### src/rtl/div_pkg.sv
// Shared constants, state encoding and helpers for the iterative signed divider.
package div_pkg;

  localparam int WIDTH    = 32;
  localparam int CNT_W    = 6;
  localparam int DIV_LAT  = 33;
  localparam int DIVZ_LAT = 1;

  typedef enum logic [1:0] {
    IDLE = 2'b00,
    RUN  = 2'b01,
    FIX  = 2'b10,
    DONE = 2'b11
  } state_t;

  // Unsigned magnitude; the most negative value maps onto itself.
  function automatic logic [WIDTH-1:0] mag(input logic [WIDTH-1:0] v);
    return v[WIDTH-1] ? (~v + 1'b1) : v;
  endfunction

endpackage

### src/rtl/div_step.sv
// One restoring division step on {rem, quo}.
module div_step
  import div_pkg::*;
(
  input  logic [WIDTH-1:0] rem,
  input  logic [WIDTH-1:0] quo,
  input  logic [WIDTH-1:0] dvsr,
  output logic [WIDTH-1:0] rem_next,
  output logic [WIDTH-1:0] quo_next
);

  logic [WIDTH:0] rem_sh;
  logic [WIDTH:0] trial;

  // rem stays below dvsr <= 2^31, so the shifted remainder always fits in WIDTH+1 bits.
  assign rem_sh = {rem, quo[WIDTH-1]};
  assign trial  = rem_sh - {1'b0, dvsr};

  always_comb begin
    quo_next = {quo[WIDTH-2:0], 1'b0};
    rem_next = rem_sh[WIDTH-1:0];
    if (!trial[WIDTH]) begin
      rem_next    = trial[WIDTH-1:0];
      quo_next[0] = 1'b1;
    end
  end

endmodule

### src/rtl/is_not_zero.sv
// Existing 32-bit zero detector from the multdiv library.
module is_not_zero (
  input  logic [31:0] data,
  output logic        result
);

  assign result = |data;

endmodule

### src/rtl/div_unit.sv
// Iterative 32-bit signed divider: one quotient bit per cycle, truncation toward zero.
module div_unit
  import div_pkg::*;
(
  input  logic             clock,
  input  logic             reset_n,
  input  logic             ctrl_DIV,
  input  logic [WIDTH-1:0] data_operandA,
  input  logic [WIDTH-1:0] data_operandB,
  output logic [WIDTH-1:0] data_result,
  output logic             data_exception,
  output logic             data_resultRDY,
  output logic             busy
);

  state_t           state_reg;
  logic [CNT_W-1:0] cnt_reg;
  logic [WIDTH-1:0] rem_reg;
  logic [WIDTH-1:0] quo_reg;
  logic [WIDTH-1:0] dvsr_reg;
  logic             neg_reg;

  logic [WIDTH-1:0] rem_next;
  logic [WIDTH-1:0] quo_next;
  logic             dvsr_nz;

  is_not_zero u_dvsr_chk (
    .data   (dvsr_reg),
    .result (dvsr_nz)
  );

  div_step u_step (
    .rem      (rem_reg),
    .quo      (quo_reg),
    .dvsr     (dvsr_reg),
    .rem_next (rem_next),
    .quo_next (quo_next)
  );

  always_ff @(posedge clock or negedge reset_n) begin
    if (!reset_n) begin
      state_reg      <= IDLE;
      cnt_reg        <= '0;
      rem_reg        <= '0;
      quo_reg        <= '0;
      dvsr_reg       <= '0;
      neg_reg        <= 1'b0;
      data_result    <= '0;
      data_exception <= 1'b0;
      data_resultRDY <= 1'b0;
      busy           <= 1'b0;
    end else begin
      data_resultRDY <= 1'b0;
      case (state_reg)
        IDLE, DONE: begin
          if (ctrl_DIV) begin
            // quo starts as |A| and is shifted out into rem as quotient bits shift in.
            dvsr_reg       <= mag(data_operandB);
            quo_reg        <= mag(data_operandA);
            neg_reg        <= data_operandA[WIDTH-1] ^ data_operandB[WIDTH-1];
            rem_reg        <= '0;
            cnt_reg        <= '0;
            data_result    <= '0;
            data_exception <= 1'b0;
            busy           <= 1'b1;
            state_reg      <= RUN;
          end else begin
            state_reg <= IDLE;
          end
        end
        RUN: begin
          if (!dvsr_nz) begin
            data_result    <= '0;
            data_exception <= 1'b1;
            data_resultRDY <= 1'b1;
            busy           <= 1'b0;
            state_reg      <= DONE;
          end else begin
            rem_reg <= rem_next;
            quo_reg <= quo_next;
            cnt_reg <= cnt_reg + 1'b1;
            if (cnt_reg == CNT_W'(WIDTH - 1)) state_reg <= FIX;
          end
        end
        FIX: begin
          data_result    <= neg_reg ? -quo_reg : quo_reg;
          data_exception <= 1'b0;
          data_resultRDY <= 1'b1;
          busy           <= 1'b0;
          state_reg      <= DONE;
        end
        default: state_reg <= IDLE;
      endcase
    end
  end

endmodule

### config.mk
export PLATFORM = sky130hd
export DESIGN_NAME = div_unit
export DESIGN_NICKNAME = d
export VERILOG_FILES = /design/src/rtl/div_pkg.sv /design/src/rtl/div_step.sv /design/src/rtl/is_not_zero.sv /design/src/rtl/div_unit.sv
export SDC_FILE = /design/constraint.sdc
export NUM_CORES = 1
export LEC_CHECK = 0
export BUFFER_PORTS_ARGS = -buffer_cell sky130_fd_sc_hd__buf_4
export CAP_MARGIN = 10
export CORE_MARGIN = 3
export CORE_UTILIZATION = 24
export DETAILED_ROUTE_END_ITERATION = 8
export GPL_TIMING_DRIVEN = 1
export PLACE_DENSITY_LB_ADDON = 0.12
export SLEW_MARGIN = 20
export SYNTH_ARGS = -nofsm -noshare
export SYNTH_HDL_FRONTEND = slang
export SYNTH_SLANG_ARGS = --single-unit
### constraint.sdc
create_clock -name clock -period 6.5 [get_ports clock]
set_input_delay 0.325 -clock clock [delete_from_list [all_inputs] [get_ports clock]]
set_output_delay 0.325 -clock clock [all_outputs]
set_load 0.005 [all_outputs]
# Yosys cells after proc, flatten, opt, wreduce, memory -nomap -nowiden
# Cells that the tools add are included.
# word_totals
mem_bits_ro	0
ram_bits	0
latchBits	0
input_bits	67
elab_cells	61
register_bits	140
out_inout_bits	35
memories	0
# op_classes
n_reduce_logical	7
mul	0
n_lt_le_gt_ge	0
n_addsub	5
shift	0
n_div	0
mux	28
n_eq_ne	8
n_bitwise	3
# ops
op	n
32-bit two-way mux	9
32-bit case mux with 2 select lines	2
32-bit case mux with 3 select lines	1
32-bit by 1-bit adder with 32-bit output, second input constant	2
32-bit inverter	2
33-bit by 32-bit subtractor with 33-bit output	1
32-bit negation	1
32-bit OR reduction	1
6-bit two-way mux	2
6-bit case mux with 2 select lines	1
1-bit two-way mux	7
6-bit by 1-bit adder with 6-bit output, second input constant	1
6-bit by 5-bit == test with 1-bit output, second input constant	1
2-bit inequality test, second input constant	3
1-bit case mux with 3 select lines	2
2-bit case mux with 3 select lines	1
2-bit == test, second input constant	2
2-bit two-way mux	2
2-bit AND reduction	2
3-bit inequality test, second input constant	1
3-bit AND reduction	1
2-bit by 1-bit == test with 1-bit output, second input constant	1
2-bit logical NOT	1
1-bit case mux with 2 select lines	1
other kinds (3)	3

# Depth between registers and ports, before layout
# depth
word_depth	5
depth_mapped	15
depth_no_buf	12

# By module
# From an unflattened synthesis, not the netlist that was laid out.
# hier_totals
hier_cells	1196
area_unflattened_um2	10358.7
# modules_own_cells
module	instances	area_per_inst_um2	seq_area_each_um2	cells_each
div_unit	1	7733.7	3503.4	845
div_step	1	2549.9	0.0	340
is_not_zero	1	75.1	0.0	11

# Worst setup path after synthesis
# No wires, ideal clock.
# synth_path
path_type	reg-to-reg
from	reg quo_reg[31]
to	reg rem_reg[8]
slack_ns	3.239
t_required_ns	6.367
path_stages_with_launch	16
synth_period_minus_slack_ns	3.261
t_arrival_ns	3.128
setup_ns	0.133
path_cell_list	dfrtp_1 -> inv_1 -> ha_1 -> inv_1 -> fa_1 -> a211oi_2 -> o211ai_1 -> a21oi_1 -> a211oi_1 -> or4_1 -> clkbuf_1 -> and3_1 -> buf_6 -> buf_6 -> mux2i_1 -> o21ai_0
# synth_via
elab_chain_cells	4
# synth_rtl
item	line	rtl
start, declared	div_unit.sv:19	logic [WIDTH-1:0] quo_reg;
start signal, assigned	div_unit.sv:59	quo_reg <= mag(data_operandA);
start signal, assigned	div_unit.sv:80	quo_reg <= quo_next;
33-bit by 32-bit subtractor with 33-bit output	div_step.sv:17	assign trial = rem_sh - {1'b0, dvsr};
32-bit two-way mux	div_step.sv:22	if (!trial[WIDTH]) begin
32-bit two-way mux	div_unit.sv:72	if (!dvsr_nz) begin
32-bit case mux with 2 select lines	div_unit.sv:54	case (state_reg)
end signal, assigned	div_unit.sv:79	rem_reg <= rem_next;
end, declared	div_unit.sv:18	logic [WIDTH-1:0] rem_reg;
# No other way between the ends. The select of a mux whose other input is x is not followed.
# A chain may end at the register's enable or synchronous reset.

# Final worst setup path
# layout_path
from	reg quo_reg[31]
to	reg rem_reg[18]
# Same word-level chain as after synthesis.

==> qor_table.md <==
| Parameter | Reported | Unit |
|---|---|---|
| Outcome | complete, but fails checks | - |
| Violations in the final reports | hold timing | - |
| Post-route design area | 0.0112 | mm2 |
| Placer congestion estimate | 0.796 | - |
| Clock slew seen by the registers of the worst setup and hold paths | 0.07 | ns |
| Maximum fanout encountered on the critical timing path | 22 | - |
| Most common cell after layout, fill and taps aside | sky130_fd_sc_hd__o21ai_0 | - |
| Leak | 0.00487 | uW |
| RSZ-0062 raised after global routing | false | - |
| Number of buffers inserted during clock tree synthesis | 17 | - |
| Rows | 71 | - |
| Sequential cell area in the final layout | 0.00350 | mm2 |
| Highest ir drop seen on vdd | 158 | uV |
| Most frequent cells in the layout | sky130_fd_sc_hd__o21ai_0 (165), sky130_fd_sc_hd__nand2_1 (144), sky130_fd_sc_hd__dfrtp_1 (140) | - |
| Global route hottest layer | met2 | - |
| Pin count of the biggest net entering global routing | 88 | - |
| Top FF cell, synth | sky130_fd_sc_hd__dfrtp_1 | - |
| Via count of the first global-routing pass | 7940 | - |
| DRC viols | 0 | - |
| Library cell used as clock root buffer | sky130_fd_sc_hd__clkbuf_16 | - |
| Total Routed Length | 28000 | um |
| Total number of vias | 7898 | - |
| Standard cell core area | 0.0378 | mm2 |
| Relative slew slack | 28.2 | % |
| Setup slack at placement | 2.52 | ns |
| Instance area after placement | 0.0105 | mm2 |
| Post-synthesis sequential area ratio | 37.8 | % |
| Number of flops mapped to enable cells by yosys | 0 | - |
| Hold WS | -0.0123 | ns |
| Critical path capture point type | flop | - |
| Antenna diode instance count | 0 | - |
| Ordered list of cells on the worst path | inv_1 -> ha_1 -> inv_1 -> fa_1 -> a211oi_2 -> o211ai_1 -> a21oi_1 -> a211oi_1 -> o211ai_1 -> and3_1 -> buf_4 -> nand2_1 -> o21ai_0 | - |
| WP buf/inv | 3 | - |
| Insertion delay to the later sink of the worst-skew pair | 0.44 | ns |
| Wire length of the first global-routing pass | 45400 | um |
| Final-layout fill cell count | 4148 | - |
| Data required time of the worst path | 6.85 | ns |
| Initial antenna violation count | 0 | - |
| Total half-perimeter wirelength after legalization and detailed placement | 21100 | um |
| Number of hold-slack violations in the final timing report | 13 | - |
| Total stage count of the critical path | 13 | - |
| I/O Buffers | 101 | - |
| Share of the clock period used by the worst path | 60.8 | % |
| CP startpoint | quo_reg[31] | - |
| Total die area | 0.0410 | mm2 |
| Max Fclk | 0.253 | GHz |
| Detail-routed via count per cell | 4.75 | - |
| CP arrival | 4.30 | ns |
| Post-synthesis instance area | 0.00926 | mm2 |
| Setup repair bufs after CTS | 0 | - |
| Power density over cell area | 525 | mW/mm2 |
| Fraction of final layout cells sized beyond drive strength 1 | 13.6 | % |
| Final slew viol count | 0 | - |
| Leading post-synthesis cells by cell area | sky130_fd_sc_hd__dfrtp_1 (38%), sky130_fd_sc_hd__o21ai_0 (8.9%), sky130_fd_sc_hd__xor2_1 (8.7%) | - |
| Number of distinct library cells after synthesis | 58 | - |
| Met3 usage in global routing | 2.77 | % |
| Max stage delay cell, worst path | sky130_fd_sc_hd__fa_1 | - |
| Gr ovfl total | 0 | - |
| Number of hold buffers added after CTS | 0 | - |
| Fin Clk Skew | 0.0183 | ns |
| Count of TritonRoute iterations in the first routing pass | 4 | - |
| DR WL/cell | 16.8 | um |
| Total negative setup slack | 0 | ns |
| Cell type with the highest aggregate area in the netlist | sky130_fd_sc_hd__dfrtp_1 | - |
| TritonCTS Sinks | 140 | - |
| Count of pins on the block boundary | 102 | - |
| Overall die width | 202 | um |
| Met1 Track Usage GR | 19.4 | % |
| Effective utilization at floorplan | 24.5 | % |
| Max cap viols | 0 | - |
| Post-synthesis average cell area | 8.75 | um2 |
| Global-route met2 utilization | 22.4 | % |
| Vertical die dimension | 202 | um |
| R2R depth | 13 | - |
| Final setup viols | 0 | - |
| Clock period minus worst slack | 3.95 | ns |
| Clock tree from TritonCTS | yes | - |
| Fraction of synthesized cell area taken by the top area cell type | 37.8 | % |
| Synthesized Nets | 1165 | - |
| Worst Setup Start Kind | flop | - |
| Critical R2R Launch | quo_reg[31] | - |
| Area of combinational cells with multiple inputs | 0.00536 | mm2 |
| Async set-reset flop share out of synthesis | 100 | % |
| Slowest stage delay, CP | 0.43 | ns |
| Starting DRC count in detailed routing | 343 | - |
| Area Overhead vs Synth | 20.8 | % |
| Critical path class | reg -> reg | - |
| Kind of cell with the highest combined delay on the critical path | compound AO/OA/AOI/OAI gates | - |
| Final setup margin | 2.55 | ns |
| Clk buf depth | 2 | - |
| Total global-route track usage | 13.9 | % |
| Synthesis Warnings | 0 | - |
| Net total in the final layout | 1246 | - |
| Actual slew at the worst max-slew pin | 1.08 | ns |
| Antenna violation net count after detailed routing | 0 | - |
| H-Tree Depth | 4 | - |
| Hold/Removal Path Class | in -> async | - |
| Number of standard cells after synthesis | 1059 | - |
| Post-synthesis register bit count | 140 | - |
| FF-to-FF setup slack | 2.55 | ns |
| Post-cts repair resize count | 0 | - |
==> worst reg2reg max path, stage by stage (launching register included) <==
cell and delay (ns):
sky130_fd_sc_hd__dfrtp_1 0.37, sky130_fd_sc_hd__inv_1 0.14, sky130_fd_sc_hd__ha_1 0.18, sky130_fd_sc_hd__inv_1 0.05, sky130_fd_sc_hd__fa_1 0.43, sky130_fd_sc_hd__a211oi_2 0.28, sky130_fd_sc_hd__o211ai_1 0.11, sky130_fd_sc_hd__a21oi_1 0.41
sky130_fd_sc_hd__a211oi_1 0.23, sky130_fd_sc_hd__o211ai_1 0.43, sky130_fd_sc_hd__and3_1 0.36, sky130_fd_sc_hd__buf_4 0.41, sky130_fd_sc_hd__nand2_1 0.25, sky130_fd_sc_hd__o21ai_0 0.22
==> final cells by class <==
type                       instances  share of cell area [%]
multi-input combinational        816                    47.9
sequential                       140                    31.3
timing repair buffer             107                    7.22
tap                              511                    5.72
clock buffer                      19                    3.96
inverter                          58                    1.95
clock inverter                    13                    1.91
==> report_power, final <==
part	switching (uW)	internal, uW	total, uW
registers	406	1230	1640
logic	1900	1240	3130
clock network	413	695	1110
==> kinds of logic (layout without fill, tap and decap cells) <==
family	after synthesis	count (layout)	share of synthesized area, %
adder cells (fa/ha/maj)	39	39	5.35
AND/OR/NAND/NOR	279	279	14.7
multiplexers	27	27	2.92
flip-flops	140	140	37.8
XOR/XNOR	116	116	11.0
AO/OA/AOI/OAI	355	355	23.9
buffers and inverters	103	197	4.42
==> metrics by stage <==
stage / std cells / util, % / hold slack (ns) / total power [uW]
final: 1664 / 29.6 / -0.0123 / 5880
after CTS: 1664 / 29.6 / 0.0111 / 5970
after global placement: 1632 / 27.8 / 0.465 / 4860
after detailed placement: 1632 / 27.8 / 0.468 / 4830
after floorplan: 1059 / - / 0.0294 / 3880
after global routing: 1664 / 29.6 / 0.0448 / 6460
==> cell usage after synthesis (all sizes together), types with 14 or more instances <==
| cell type | count |
|---|---|
| a21oi | 43 |
| a22oi | 29 |
| clkbuf | 38 |
| dfrtp | 140 |
| ha | 38 |
| inv | 57 |
| mux2i | 27 |
| nand2 | 146 |
| nand3 | 15 |
| nor2 | 23 |
| o21ai | 168 |
| o31ai | 35 |
| o41ai | 15 |
| or3 | 14 |
| or4 | 15 |
| xnor2 | 24 |
| xor2 | 92 |
==> metal layers <==
| layer | routed length (um) | vias to the layer above |
|---|---|---|
| met4 | 304 | 0 |
| met5 | 0 | - |
| li1 | - | 4003 |
| met2 | 12800 | 136 |
| met3 | 989 | 20 |
| met1 | 13900 | 3739 |
==> path summary, 6_finish.rpt <==
path | end
hold reg to reg | data_result[14]
min in group clock | dvsr_reg[31]
setup / recovery | rem_reg[18]
max in group asynchronous | dvsr_reg[3]
hold / removal | quo_reg[5]
setup reg to reg | rem_reg[18]
Power figures use the tool's default switching activity.
